**src/rtl/audio_pkg.sv**
```systemverilog
// audio_pkg: shared widths and FSM state / display codes for the audio sequencer
package audio_pkg;
  localparam int DEF_ADDR_W  = 20;
  localparam int DEF_DATA_W  = 16;
  localparam int DEF_SPEED_W = 3;
  localparam logic [2:0] ST_IDLE       = 3'd0;
  localparam logic [2:0] ST_REC        = 3'd1;
  localparam logic [2:0] ST_REC_PAUSE  = 3'd2;
  localparam logic [2:0] ST_PLAY       = 3'd3;
  localparam logic [2:0] ST_PLAY_PAUSE = 3'd4;
endpackage

```
**src/rtl/audio_play_addr_gen.sv**
```systemverilog
// audio_play_addr_gen: playback pointer with fast skip / slow repeat stepping and end-of-data detect
module audio_play_addr_gen
  import audio_pkg::*;
#(
  parameter int ADDR_W  = DEF_ADDR_W,
  parameter int SPEED_W = DEF_SPEED_W
) (
  input  logic               i_clk,
  input  logic               i_rst_n,
  input  logic               i_clr,
  input  logic               i_step,
  input  logic               i_fast,
  input  logic [SPEED_W-1:0] i_speed,
  input  logic [ADDR_W-1:0]  i_end_addr,
  output logic [ADDR_W-1:0]  o_play_ptr,
  output logic               o_done
);
  localparam int WW = ADDR_W + SPEED_W + 1;
  logic [SPEED_W-1:0] repeat_cnt;
  logic               adv;
  logic [WW-1:0]      step, next_ptr;
  // per-frame step: skip speed+1 when fast, else advance once every speed+1 frames
  always_comb begin
    adv      = i_fast || repeat_cnt >= i_speed;
    step     = !adv ? '0 : i_fast ? WW'(i_speed) + WW'(1) : WW'(1);
    next_ptr = WW'(o_play_ptr) + step;
  end
  // pointer, repeat counter and the wide end-of-data compare, updated once per frame
  always_ff @(posedge i_clk) begin
    if (!i_rst_n || i_clr) begin
      o_play_ptr <= '0;
      repeat_cnt <= '0;
      o_done     <= 1'b0;
    end else if (i_step) begin
      o_play_ptr <= next_ptr[ADDR_W-1:0];
      repeat_cnt <= adv ? '0 : repeat_cnt + SPEED_W'(1);
      o_done     <= next_ptr > WW'(i_end_addr);
    end
  end
endmodule

```
**src/rtl/audio_sram_sequencer.sv**
```systemverilog
// audio_sram_sequencer: BCLK-domain FSM time-sharing one SRAM between I2S recording and playback
module audio_sram_sequencer
  import audio_pkg::*;
#(
  parameter int                ADDR_W   = DEF_ADDR_W,
  parameter int                DATA_W   = DEF_DATA_W,
  parameter logic [ADDR_W-1:0] MAX_ADDR = '1,
  parameter int                SPEED_W  = DEF_SPEED_W
) (
  input  logic               i_clk,
  input  logic               i_rst_n,
  input  logic               i_daclrck,
  input  logic               i_key_rec,
  input  logic               i_key_play,
  input  logic               i_key_pause,
  input  logic               i_key_stop,
  input  logic               i_fast,
  input  logic [SPEED_W-1:0] i_speed,
  input  logic               i_rec_valid,
  input  logic [DATA_W-1:0]  i_rec_data,
  output logic               o_rec_start,
  output logic               o_rec_pause,
  output logic               o_rec_stop,
  output logic               o_play_en,
  output logic [DATA_W-1:0]  o_play_data,
  output logic [ADDR_W-1:0]  o_sram_addr,
  output logic [DATA_W-1:0]  o_sram_wdata,
  output logic               o_sram_we_n,
  input  logic [DATA_W-1:0]  i_sram_rdata,
  output logic [ADDR_W-1:0]  o_end_addr,
  output logic [2:0]         o_state
);
  logic [2:0]        state, state_nxt;
  logic [ADDR_W-1:0] rec_ptr, play_ptr;
  logic              lrck_q, lrck_d, fetch_q, has_rec, play_done;
  logic              frame, fetch, wr_go, auto_stop, k_stop, k_pause, k_rec, k_play;
  assign frame     = lrck_d && !lrck_q && state == ST_PLAY;
  assign fetch     = frame && !play_done;
  assign auto_stop = !o_sram_we_n && o_end_addr == MAX_ADDR && (state == ST_REC || state == ST_REC_PAUSE);
  assign wr_go     = i_rec_valid && state == ST_REC && !auto_stop;
  assign k_stop    = i_key_stop && state != ST_IDLE;
  assign k_pause   = i_key_pause && (state == ST_REC || state == ST_PLAY);
  assign k_rec     = i_key_rec && (state == ST_IDLE || state == ST_REC_PAUSE);
  assign k_play    = i_key_play && ((state == ST_IDLE && has_rec) || state == ST_PLAY_PAUSE);
  assign o_play_en = state == ST_PLAY;
  assign o_state   = state;
  // next state: only legal keys take part, with stop > pause > rec > play
  always_comb
    state_nxt = (k_stop || auto_stop || (frame && play_done)) ? ST_IDLE :
                k_pause ? (state == ST_REC ? ST_REC_PAUSE : ST_PLAY_PAUSE) :
                k_rec   ? ST_REC :
                k_play  ? ST_PLAY : state;
  // FSM, recorder command pulses, SRAM write/fetch mux and playback sample register
  always_ff @(posedge i_clk) begin
    if (!i_rst_n) begin
      state        <= ST_IDLE;
      o_rec_start  <= 1'b0;
      o_rec_pause  <= 1'b0;
      o_rec_stop   <= 1'b0;
      o_play_data  <= '0;
      o_sram_addr  <= '0;
      o_sram_wdata <= '0;
      o_sram_we_n  <= 1'b1;
      o_end_addr   <= '0;
      rec_ptr      <= '0;
      has_rec      <= 1'b0;
      lrck_q       <= 1'b0;
      lrck_d       <= 1'b0;
      fetch_q      <= 1'b0;
    end else begin
      state       <= state_nxt;
      o_rec_start <= state_nxt == ST_REC && state != ST_REC;
      o_rec_pause <= state_nxt == ST_REC_PAUSE && state == ST_REC;
      o_rec_stop  <= state_nxt == ST_IDLE && (state == ST_REC || state == ST_REC_PAUSE);
      lrck_q      <= i_daclrck;
      lrck_d      <= lrck_q;
      fetch_q     <= fetch;
      o_sram_we_n <= !wr_go;
      if (wr_go) begin
        o_sram_addr  <= rec_ptr;
        o_sram_wdata <= i_rec_data;
        o_end_addr   <= rec_ptr;
        rec_ptr      <= rec_ptr + ADDR_W'(1);
        has_rec      <= 1'b1;
      end else if (fetch) begin
        o_sram_addr <= play_ptr;
      end
      if (state == ST_IDLE && state_nxt == ST_REC) rec_ptr <= '0;
      if (fetch_q) o_play_data <= i_sram_rdata;
    end
  end
  audio_play_addr_gen #(
    .ADDR_W (ADDR_W),
    .SPEED_W(SPEED_W)
  ) u_addr_gen (
    .i_clk     (i_clk),
    .i_rst_n   (i_rst_n),
    .i_clr     (state == ST_IDLE && state_nxt == ST_PLAY),
    .i_step    (fetch),
    .i_fast    (i_fast),
    .i_speed   (i_speed),
    .i_end_addr(o_end_addr),
    .o_play_ptr(play_ptr),
    .o_done    (play_done)
  );
endmodule
```
**config.mk**
```make
export PLATFORM = sky130hd
export DESIGN_NAME = audio_sram_sequencer
export DESIGN_NICKNAME = d
export VERILOG_FILES = /design/src/rtl/audio_pkg.sv /design/src/rtl/audio_play_addr_gen.sv /design/src/rtl/audio_sram_sequencer.sv
export SDC_FILE = /design/constraint.sdc
export NUM_CORES = 1
export LEC_CHECK = 0
export BUFFER_PORTS_ARGS = -buffer_cell sky130_fd_sc_hd__buf_4
export CORE_MARGIN = 3
export CORE_UTILIZATION = 55
export DETAILED_ROUTE_END_ITERATION = 10
export GPL_TIMING_DRIVEN = 1
export PLACE_DENSITY = 0.84
export SLEW_MARGIN = 20
export SYNTH_ARGS = -nofsm -noshare
export SYNTH_HDL_FRONTEND = slang
export SYNTH_SLANG_ARGS = --single-unit
```
**constraint.sdc**
```tcl
create_clock -name i_clk -period 8.7 [get_ports i_clk]
set_input_delay 0 -clock i_clk [delete_from_list [all_inputs] [get_ports i_clk]]
set_output_delay 0 -clock i_clk [all_outputs]
set_load 0.02 [all_outputs]
```
==> flow_metrics.tcl, run 1 <==
set metrics [dict create \
    initialDrtViolationCount 434 \
    pwr-share-seq_pct 43.2 \
    synth-async-reset-ratio_pct 0 \
    syn-cell-area_um2 6390 \
    hpwl_mm 12.1 \
    min_to "o_state[0]$_SDFF_PN0_" \
    syn-mean-instance-area_um2 8.61 \
    place_inst 961 \
    antenna_found_initial 0 \
    hp-start "i_key_play" \
    wl_met1_mm 7.64 \
    wl_per_cell_um 17.9 \
    synth-adder-area-share_pct 6.18 \
    diodes 0 \
    seq_area_frac_synth_pct 39.8 \
    fin_nets 953 \
    layout_common_cells "dfxtp_1 (127), buf_4 (127), nand2_1 (107), a21oi_1 (46), nor2_1 (45)" \
    numCtsBuffers 17 \
    place.gp.congestion 0.854 \
    grt_pass1_vias 5821 \
    worst_pin_slew_ns 1.01 \
    clock_latency_ns 0.43 \
    via_per_inst 5.81 \
    slew_viol_final 0 \
    synth_fp_nets 818 \
    status "complete, no violations" \
    pin_count 124 \
    hold_violations 0 \
    synth_compound_area_share_pct 15.6 \
    power_density_nw_per_um2 169 \
    crit_arrival_ns 5.27 \
    setup_tns_ns 0 \
    overflow 0 \
    synthCells 743 \
    port_buffers 123 \
    crit_fanout 11 \
    hp-class "in -> reg" \
    dieArea_um2 13000 \
    wl_met3_mm 1.30 \
    drv_cap 0 \
    hold_depth 5 \
    core_area_um2 11100 \
    regArea_um2 2540 \
    cts_sinks 127 \
    htree_levels 4 \
    ys_types 57 \
    total_power_mw 1.38 \
    cts_tree "built" \
    utilization_pct 73.9 \
    drc 0 \
    syn2layout_area_growth_pct 28.0 \
    die_w_um 114 \
    fin_crit_ns 4.92 \
    drt-pass1-iter-count 6 \
    die_y_um 114 \
    rsz0062_at_grt "no" \
    cts.clk_slew.worst_paths_ns 0.06 \
    power_frac_clock_pct 48.6 \
    num_vias 5991 \
    clock-root-buffer "clkbuf_16" \
    switching_share_pct 24.9 \
    start_util_pct 57.7 \
    multi_input_area_um2 3450 \
    yosys_warnings 0 \
    cts_setup_buffers 0 \
    grt_pass1_wl_mm 29.3 \
    synthSimpleGateAreaFrac_pct 24.1 \
    postRouteAntennaNets 0 \
    ys_seq_elements 127 \
    start_kind "flip-flop" \
    r2r_setup_slack_ns 3.78 \
    clock_path_buffers 2 \
    finalNonFillerCells 1031 \
    p_switching_mw 0.344 \
    reg2reg_depth 19 \
    synthMuxAreaShare_pct 2.50 \
    peakVddDrop_mv 0.148 \
    crit-reg2reg-launch "u_addr_gen.repeat_cnt[0]$_SDFFE_PP0P_" \
    grt_usage_pct 28.7 \
    synth-xor-area-share_pct 5.34 \
    routed_wl_mm 18.5 \
    slew_headroom_pct 32.6 \
    drive_gt1_share_pct 25.8 \
    setup_viol 0 \
    top_layer_used "met4" \
    met2_wirelength_mm 8.99 \
    fin_skew_ns 0.0102 \
    synth_edf_count 0 \
    reg2reg_to "u_addr_gen.o_done$_SDFFE_PP0P_" \
    path_class "reg -> reg" \
    end_kind "flip-flop" \
    internal-power_mw 1.04 \
    std_cell_rows 38 \
    max_freq_ghz 0.203 \
    grt_start_max_net_pins 76 \
    synth_top_flop_cell "dfxtp_1" \
    fin_crit_sh_pct 56.6 \
    critPathRequiredTime_ns 9.04 \
    synth_top_family_by_area "simple AND/OR/NAND/NOR gates" \
    power_frac_comb_pct 8.2 \
    nFillCells 809 \
    leakage_nw 3.18 \
]
registers in the layout (all words and copies together), names as in the netlist:
register / count
fetch_q: 1
lrck_d: 1
o_sram_wdata: 16
u_addr_gen.o_play_ptr: 20
o_play_data: 16
o_state: 3
lrck_q: 1
has_rec: 1
o_rec_pause: 1
o_rec_stop: 1
o_end_addr: 20
u_addr_gen.o_done: 1
u_addr_gen.repeat_cnt: 3
o_rec_start: 1
o_sram_addr: 20
rec_ptr: 20
o_sram_we_n: 1
logic make-up after synthesis:
logic type / after synthesis
buffers and inverters: 83
AOI/OAI and AO/OA: 145
adders and majority gates: 31
and+or+nand+nor: 302
xor gates and xnor gates: 39
DFF: 127
muxes: 16
layout make-up:
cell class                      count  share of cell area, %
Multi-Input combinational cell    533                   42.1
Sequential cell                   127                   31.1
Timing Repair Buffer              165                   16.3
Clock buffer                       18                   5.36
Tap cell                          140                   2.14
Inverter                           34                   1.56
Clock inverter                     14                   1.45
through the flow:
step	area (µm²)	worst slack, ns	hold slack (ns)
2_1_floorplan	6390	4.48	0.0619
3_3_place_gp	7250	4.12	0.209
3_5_place_dp	7250	3.93	0.211
4_1_cts	8190	3.82	0.131
5_1_grt	8190	3.40	0.178
6_report	8190	3.78	0.143
cells in the mapped netlist (all sizes together) (10+ instances only):
cell type	n	area, µm²
mux2i	16	160
ha	30	375
xnor2	21	184
inv	34	128
a31oi	21	131
o31ai	10	75.1
dfxtp	127	2540
nand3	34	170
nand2	133	564
buf	26	206
nand4	22	138
xor2	18	158
a21oi	77	498
nor2	45	169
and3	12	75.1
clkbuf	23	86.3
metal layers:
metal | global-route usage [%] | vias up
met3 | 7.16 | 44
met2 | 48.4 | 251
met1 | 34.6 | 2844
met5 | 0 | -
li1 | - | 2852
met4 | 12.7 | 0
worst max path at each step:
stage	start	end	slack [ns]	cells past startpoint
global route	u_addr_gen.repeat_cnt[0]$_SDFFE_PP0P_	u_addr_gen.o_done$_SDFFE_PP0P_	3.40	19
CTS	u_addr_gen.repeat_cnt[0]$_SDFFE_PP0P_	u_addr_gen.o_done$_SDFFE_PP0P_	3.82	19
finish	u_addr_gen.repeat_cnt[0]$_SDFFE_PP0P_	u_addr_gen.o_done$_SDFFE_PP0P_	3.78	19
floorplan	u_addr_gen.repeat_cnt[0]$_SDFFE_PP0P_	u_addr_gen.o_done$_SDFFE_PP0P_	4.48	20
global placement	u_addr_gen.repeat_cnt[0]$_SDFFE_PP0P_	u_addr_gen.o_done$_SDFFE_PP0P_	4.12	19
detailed placement	u_addr_gen.repeat_cnt[0]$_SDFFE_PP0P_	u_addr_gen.o_done$_SDFFE_PP0P_	3.93	19
critical path, cell delays in order, from the launching register on:
cell	delay [ns]
dfxtp_1	0.35
inv_1	0.08
ha_1	0.28
nand2b_1	0.14
a21o_1	0.18
a211oi_1	0.48
a21oi_1	0.10
ha_1	0.24
fa_1	0.42
a211oi_1	0.25
nor2_1	0.21
and2_0	0.28
nand2_1	0.11
xnor2_1	0.07
ha_1	0.32
nand4_1	0.18
or4_1	0.58
a21o_1	0.18
a31o_2	0.24
a21oi_1	0.14
power by group through the flow:
stage | clock, mW | sequential, mW | combinational [mW]
after detailed placement | 0 | 0.608 | 0.0971
after global routing | 0.705 | 0.597 | 0.122
after CTS | 0.672 | 0.596 | 0.112
final | 0.671 | 0.596 | 0.113
after floorplan | 0 | 0.612 | 0.0603
after global placement | 0 | 0.608 | 0.0937
timing repair:
action / in CTS / in global routing
hold buffers: 38 / 0
resized for setup: 0 / 0
endpoints found under the setup margin: 0 / 0
hold endpoints to repair: 43 / 0
(Power assumes the default switching activity.)
==> inputs of run 2 (changes only) <==
==> constraint.sdc (replaced) <==
create_clock -name i_clk -period 4.75 [get_ports i_clk]
set_input_delay 0 -clock i_clk [delete_from_list [all_inputs] [get_ports i_clk]]
set_output_delay 0 -clock i_clk [all_outputs]
set_load 0.02 [all_outputs]
==> run 2 against run 1 <==
Against the previous run:
- setup slack got worse by 3.5 ns
- core utilization increased by 1.2 points
- sequential share of layout area decreased by 0.48 points
- cell area increased by 1.6%
- largest power group unchanged
- critical endpoint unchanged
- maximum frequency increased by 9.0%
- routed wire length increased by 3.6%
- total power increased by 96%
==> flow_metrics.tcl, run 2 (synthesized netlist as in run 1, its figures left out) <==
set metrics [dict create \
    fin_crit_ns 4.52 \
    numCtsBuffers 17 \
    wl_per_cell_um 18.5 \
    core_area_um2 11100 \
    fin_crit_sh_pct 95.1 \
    drt-pass1-iter-count 5 \
    std_cell_rows 38 \
    leakage_nw 3.25 \
    critPathRequiredTime_ns 5.08 \
    max_freq_ghz 0.221 \
    slowest_stage "or4_1" \
    via_per_inst 5.93 \
    cts_sinks 127 \
    whs_ns 0.126 \
    crit_buf_inv 1 \
    end_kind "flip-flop" \
    num_vias 6135 \
    crit_top_cell "ha_1" \
    hp-class "in -> reg" \
    cts.clk_slew.worst_paths_ns 0.06 \
    hold_violations 0 \
    cp_top_family "simple AND/OR/NAND/NOR gates" \
    hpwl_mm 12.2 \
    dieArea_um2 13000 \
    routed_wl_mm 19.1 \
    cp_cell_sequence "inv_1 > ha_1 > nand2b_1 > a21o_1 > a211oi_4 > a21oi_1 > ha_1 > fa_2 > a211oi_1 > nor2_1 > and2_1 > nand2_1 > xnor2_1 > ha_1 > nand4_1 > or4_1 > a21o_1 > a31o_2 > a21oi_1" \
    status "complete, no violations" \
    final_common_cell "buf_4" \
    drc 0 \
    path_class "reg -> reg" \
    crit_arrival_ns 4.85 \
    slew_viol_final 0 \
    pin_count 124 \
    place_inst 964 \
    drv_cap 0 \
    layout_common_cells "buf_4 (132), dfxtp_1 (127), nand2_1 (107), a21oi_1 (46), nor2_1 (45)" \
    final_area_um2 8310 \
    setup_viol 0 \
    grt_usage_pct 29.6 \
    grt_use_met3_pct 6.74 \
    fin_ws_ns 0.231 \
    postRouteAntennaNets 0 \
    overflow 0 \
    pre_cts_ws_ns 0.146 \
    grt_start_max_net_pins 76 \
    place.gp.congestion 0.863 \
    cts_tree "built" \
    syn2layout_area_growth_pct 30.0 \
    crit_fanout 5 \
    peakVddDrop_mv 0.246 \
    worst_pin_slew_ns 1.05 \
    finalNonFillerCells 1034 \
    initialDrtViolationCount 449 \
    clock_path_buffers 2 \
    grtUsageMet2_pct 51.1 \
    htree_levels 4 \
    clock_latency_ns 0.42 \
    grt_pass1_wl_mm 30.8 \
    regArea_um2 2540 \
    start_util_pct 57.7 \
    die_w_um 114 \
    multi_input_area_um2 3460 \
    grt.busiest_layer "met2" \
    postPlaceCellArea_um2 7270 \
    fin_skew_ns 0.0106 \
    slowest_delay_ns 0.58 \
    diodes 0 \
    port_buffers 123 \
    die_y_um 114 \
    power_density_nw_per_um2 325 \
    slew_headroom_pct 29.9 \
    antenna_found_initial 0 \
    fin_nets 958 \
    start_kind "flip-flop" \
    grt_use_met1_pct 35.7 \
    grt_pass1_vias 6182 \
    nFillCells 749 \
    drive_gt1_share_pct 26.3 \
    clock-root-buffer "clkbuf_16" \
]
==> run 2: cell types whose count changed in the layout (fill, tap and decap cells not counted), sizes merged <==
cell | before | now
buf | 127 | 132
clkinvlp | 5 | 1
inv | 35 | 37
clkinv | 7 | 3
bufinv | 1 | 4
clkbuf | 18 | 19
==> run 2: timing repair <==
action / CTS / global route
hold buffers: 38 / 0
setup endpoints to repair: 0 / 1
resized for setup: 0 / 4
setup buffers: 0 / 2
hold endpoints to repair: 43 / 0
==> run 2: worst reg2reg max path: stages (launching register included) <==
cell and delay [ns]:
dfxtp_1 0.37, inv_1 0.08, ha_1 0.26, nand2b_1 0.15, a21o_1 0.21, a211oi_4 0.28, a21oi_1 0.08, ha_1 0.22
fa_2 0.38, a211oi_1 0.24, nor2_1 0.10, and2_1 0.21, nand2_1 0.11, xnor2_1 0.09, ha_1 0.34, nand4_1 0.20
or4_1 0.58, a21o_1 0.17, a31o_2 0.23, a21oi_1 0.13
==> run 2: worst paths after layout <==
path | startpoint | end | slack, ns | cells after the start
setup reg to reg | u_addr_gen.repeat_cnt[0]$_SDFFE_PP0P_ | u_addr_gen.o_done$_SDFFE_PP0P_ | 0.23 | 19
setup / recovery | u_addr_gen.repeat_cnt[0]$_SDFFE_PP0P_ | u_addr_gen.o_done$_SDFFE_PP0P_ | 0.23 | 19
hold / removal | i_key_rec | o_state[0]$_SDFF_PN0_ | 0.13 | 4
hold reg to reg | lrck_q$_SDFF_PN0_ | lrck_d$_SDFF_PN0_ | 0.45 | 1
==> run 2: layer usage <==
layer / vias to the layer above / part of all wire, % / wire, µm
li1: 2853 / - / -
met1: 2892 / 40 / 7720
met2: 339 / 49 / 9350
met3: 51 / 8.3 / 1590
met4: 0 / 2.5 / 479
met5: - / 0 / 0
==> run 2: stage by stage <==
stage | util [%] | power (mW) | setup TNS (ns)
after global routing | 75.1 | 2.78 | -0.00557
final | 75.1 | 2.70 | 0
after CTS | 74.8 | 2.71 | 0
after floorplan | - | 1.23 | 0
after global placement | 65.6 | 1.29 | 0
after detailed placement | 65.6 | 1.29 | 0
==> run 2: where the power goes <==
group / internal (mW) / leakage (nW) / total (mW) / switching (mW)
sequential: 1.08 / 1.02 / 1.09 / 0.0134
clock: 0.907 / 0.307 / 1.40 / 0.491
combinational: 0.0930 / 1.92 / 0.213 / 0.120
total: 2.08 / 3.25 / 2.70 / 0.624
==> run 2: layout make-up <==
class | count | share of cell area [%]
well taps | 140 | 2.11
multi-input cells | 533 | 41.7
clock buffers | 19 | 5.45
clock inverters | 11 | 2.17
flip-flops and latches | 127 | 30.6
inverters | 34 | 1.53
repair buffers | 170 | 16.5
==> inputs of run 3 (changes only) <==
==> constraint.sdc (replaced) <==
create_clock -name i_clk -period 4.55 [get_ports i_clk]
set_input_delay 0 -clock i_clk [delete_from_list [all_inputs] [get_ports i_clk]]
set_output_delay 0 -clock i_clk [all_outputs]
set_load 0.02 [all_outputs]
==> run 3 against run 2 <==
Against the previous run:
- flip-flop and latch count is the same
- global-route usage fell by 0.76 points
- setup slack hardly changed
- cell area hardly changed
- critical endpoint unchanged
- critical path type unchanged
- sequential share of layout area is essentially flat
==> flow_metrics.tcl, run 3 (synthesized netlist as in run 1, its figures left out) <==
set metrics [dict create \
    cts_sinks 127 \
    drv_cap 0 \
    pin_count 124 \
    slew_viol_final 0 \
    htree_levels 4 \
    fin_ws_ns 0.230 \
    grt_pass1_wl_mm 29.9 \
    slowest_stage "or4_4" \
    hold_violations 0 \
    switching_share_pct 25.4 \
    initialDrtViolationCount 519 \
    worst_pin_slew_ns 1.06 \
    crit_buf_inv 1 \
    peakVddDrop_mv 0.251 \
    fin_nets 958 \
    grt_start_max_net_pins 76 \
    hp-class "in -> reg" \
    fin_skew_ns 0.00931 \
    grt_usage_pct 28.9 \
    via_per_inst 5.88 \
    cp_top_family "compound AO/OA/AOI/OAI gates" \
    status "complete, no violations" \
    total_power_mw 2.84 \
    power_frac_comb_pct 7.8 \
    clock_path_buffers 2 \
    core_area_um2 11100 \
    crit_fanout 5 \
    overflow 0 \
    die_w_um 114 \
    end_kind "flip-flop" \
    setup_tns_ns 0 \
    numCtsBuffers 17 \
    final_common_cell "buf_4" \
    hpwl_mm 12.0 \
    pre_cts_ws_ns 0.0690 \
    critPathRequiredTime_ns 4.89 \
    slowest_delay_ns 0.55 \
    pwr-share-seq_pct 40.1 \
    path_class "reg -> reg" \
    finalNonFillerCells 1036 \
    clock-root-buffer "clkbuf_16" \
    antenna_found_initial 0 \
    start_util_pct 57.7 \
    power_density_nw_per_um2 341 \
    crit_arrival_ns 4.65 \
    syn2layout_area_growth_pct 30.1 \
    num_vias 6093 \
    layout_common_cells "buf_4 (133), dfxtp_1 (127), nand2_1 (107), a21oi_1 (46), nor2_1 (45)" \
    wl_per_cell_um 18.0 \
    fin_crit_sh_pct 94.9 \
    routed_wl_mm 18.6 \
    internal-power_mw 2.12 \
    diodes 0 \
    clock_latency_ns 0.42 \
    die_y_um 114 \
    drive_gt1_share_pct 26.9 \
    max_freq_ghz 0.231 \
    drc 0 \
    start_kind "flip-flop" \
    slew_headroom_pct 29.1 \
    grt_pass1_vias 6075 \
    postRouteAntennaNets 0 \
    place_inst 966 \
    leakage_nw 3.26 \
    drt-pass1-iter-count 5 \
    std_cell_rows 38 \
    cts_tree "built" \
    p_switching_mw 0.721 \
    dieArea_um2 13000 \
    power_frac_clock_pct 52.1 \
    place.gp.congestion 0.886 \
    fin_crit_ns 4.32 \
    cts.clk_slew.worst_paths_ns 0.06 \
    port_buffers 123 \
    cp_cell_sequence "inv_1 > ha_1 > nand2b_1 > a21o_1 > a211oi_2 > a21oi_1 > ha_2 > fa_2 > a211oi_2 > nor2_1 > and2_2 > nand2_1 > xnor2_1 > ha_1 > nand4_1 > or4_4 > a21o_1 > a31o_2 > a21oi_1" \
    setup_viol 0 \
]
-- run 3: cell types whose count changed in the layout (fill, tap and decap cells not counted), sizes merged --
cell,delta
buf,+1
bufinv,-1
clkbuf,-2
clkinv,-2
clkinvlp,-1
dlygate4sd3,-1
inv,+8
-- run 3: area by class of cell --
class	count	area (µm²)
multi-input combinational	533	3470
fill	760	2760
sequential	127	2540
timing repair buffer	170	1370
clock buffer	17	425
clock inverter	15	213
tap	140	175
inverter	34	128
-- run 3: power groups by stage --
stage	registers, mW	clock network, mW	logic, mW
detailed placement	1.16	0	0.187
CTS	1.14	1.48	0.215
finish	1.14	1.48	0.221
global route	1.14	1.54	0.237
floorplan	1.17	0	0.115
global placement	1.16	0	0.181
-- run 3: what timing repair did --
action,in CTS,in global routing
hold endpoints to repair,40,0
hold buffers,37,0
pin swaps,0,3
gates resized for setup,1,6
endpoints found under the setup margin,1,1
cloned,0,0
setup buffers,0,1
-- run 3: worst paths after layout --
kind                                          from                                     to  slack (ns)  depth (start not counted)
max          u_addr_gen.repeat_cnt[0]$_SDFFE_PP0P_         u_addr_gen.o_done$_SDFFE_PP0P_        0.23                         19
min                                         i_fast  u_addr_gen.repeat_cnt[2]$_SDFFE_PP0P_        0.06                          5
max reg2reg  u_addr_gen.repeat_cnt[0]$_SDFFE_PP0P_         u_addr_gen.o_done$_SDFFE_PP0P_        0.23                         19
min reg2reg                      lrck_q$_SDFF_PN0_                      lrck_d$_SDFF_PN0_        0.45                          1
-- run 3: worst register-to-register path: stages (launching register included) --
cell	delay, ns
dfxtp_1	0.35
inv_1	0.07
ha_1	0.26
nand2b_1	0.14
a21o_1	0.19
a211oi_2	0.26
a21oi_1	0.10
ha_2	0.21
fa_2	0.37
a211oi_2	0.22
nor2_1	0.09
and2_2	0.22
nand2_1	0.08
xnor2_1	0.08
ha_1	0.34
nand4_1	0.17
or4_4	0.55
a21o_1	0.17
a31o_2	0.23
a21oi_1	0.13
-- run 3: stage by stage --
| stage | hold WS, ns | util, % | instance area (µm²) |
|---|---|---|---|
| floorplan | 0.0619 | - | 6390 |
| global placement | 0.211 | 65.8 | 7280 |
| detailed placement | 0.215 | 65.8 | 7280 |
| CTS | 0.0464 | 74.9 | 8300 |
| global route | 0.0818 | 75.1 | 8320 |
| finish | 0.0645 | 75.1 | 8320 |
-- run 3: routing by layer --
layer  track usage (%)  share of wire [%]  routed length [µm]  vias up
li1                  -                  -                   -     2853
met1              35.5                 41                7720     2883
met2              49.0                 47                8840      293
met3              5.89                7.6                1410       64
met4              12.5                3.5                 648        0
met5                 0                  0                   0        -
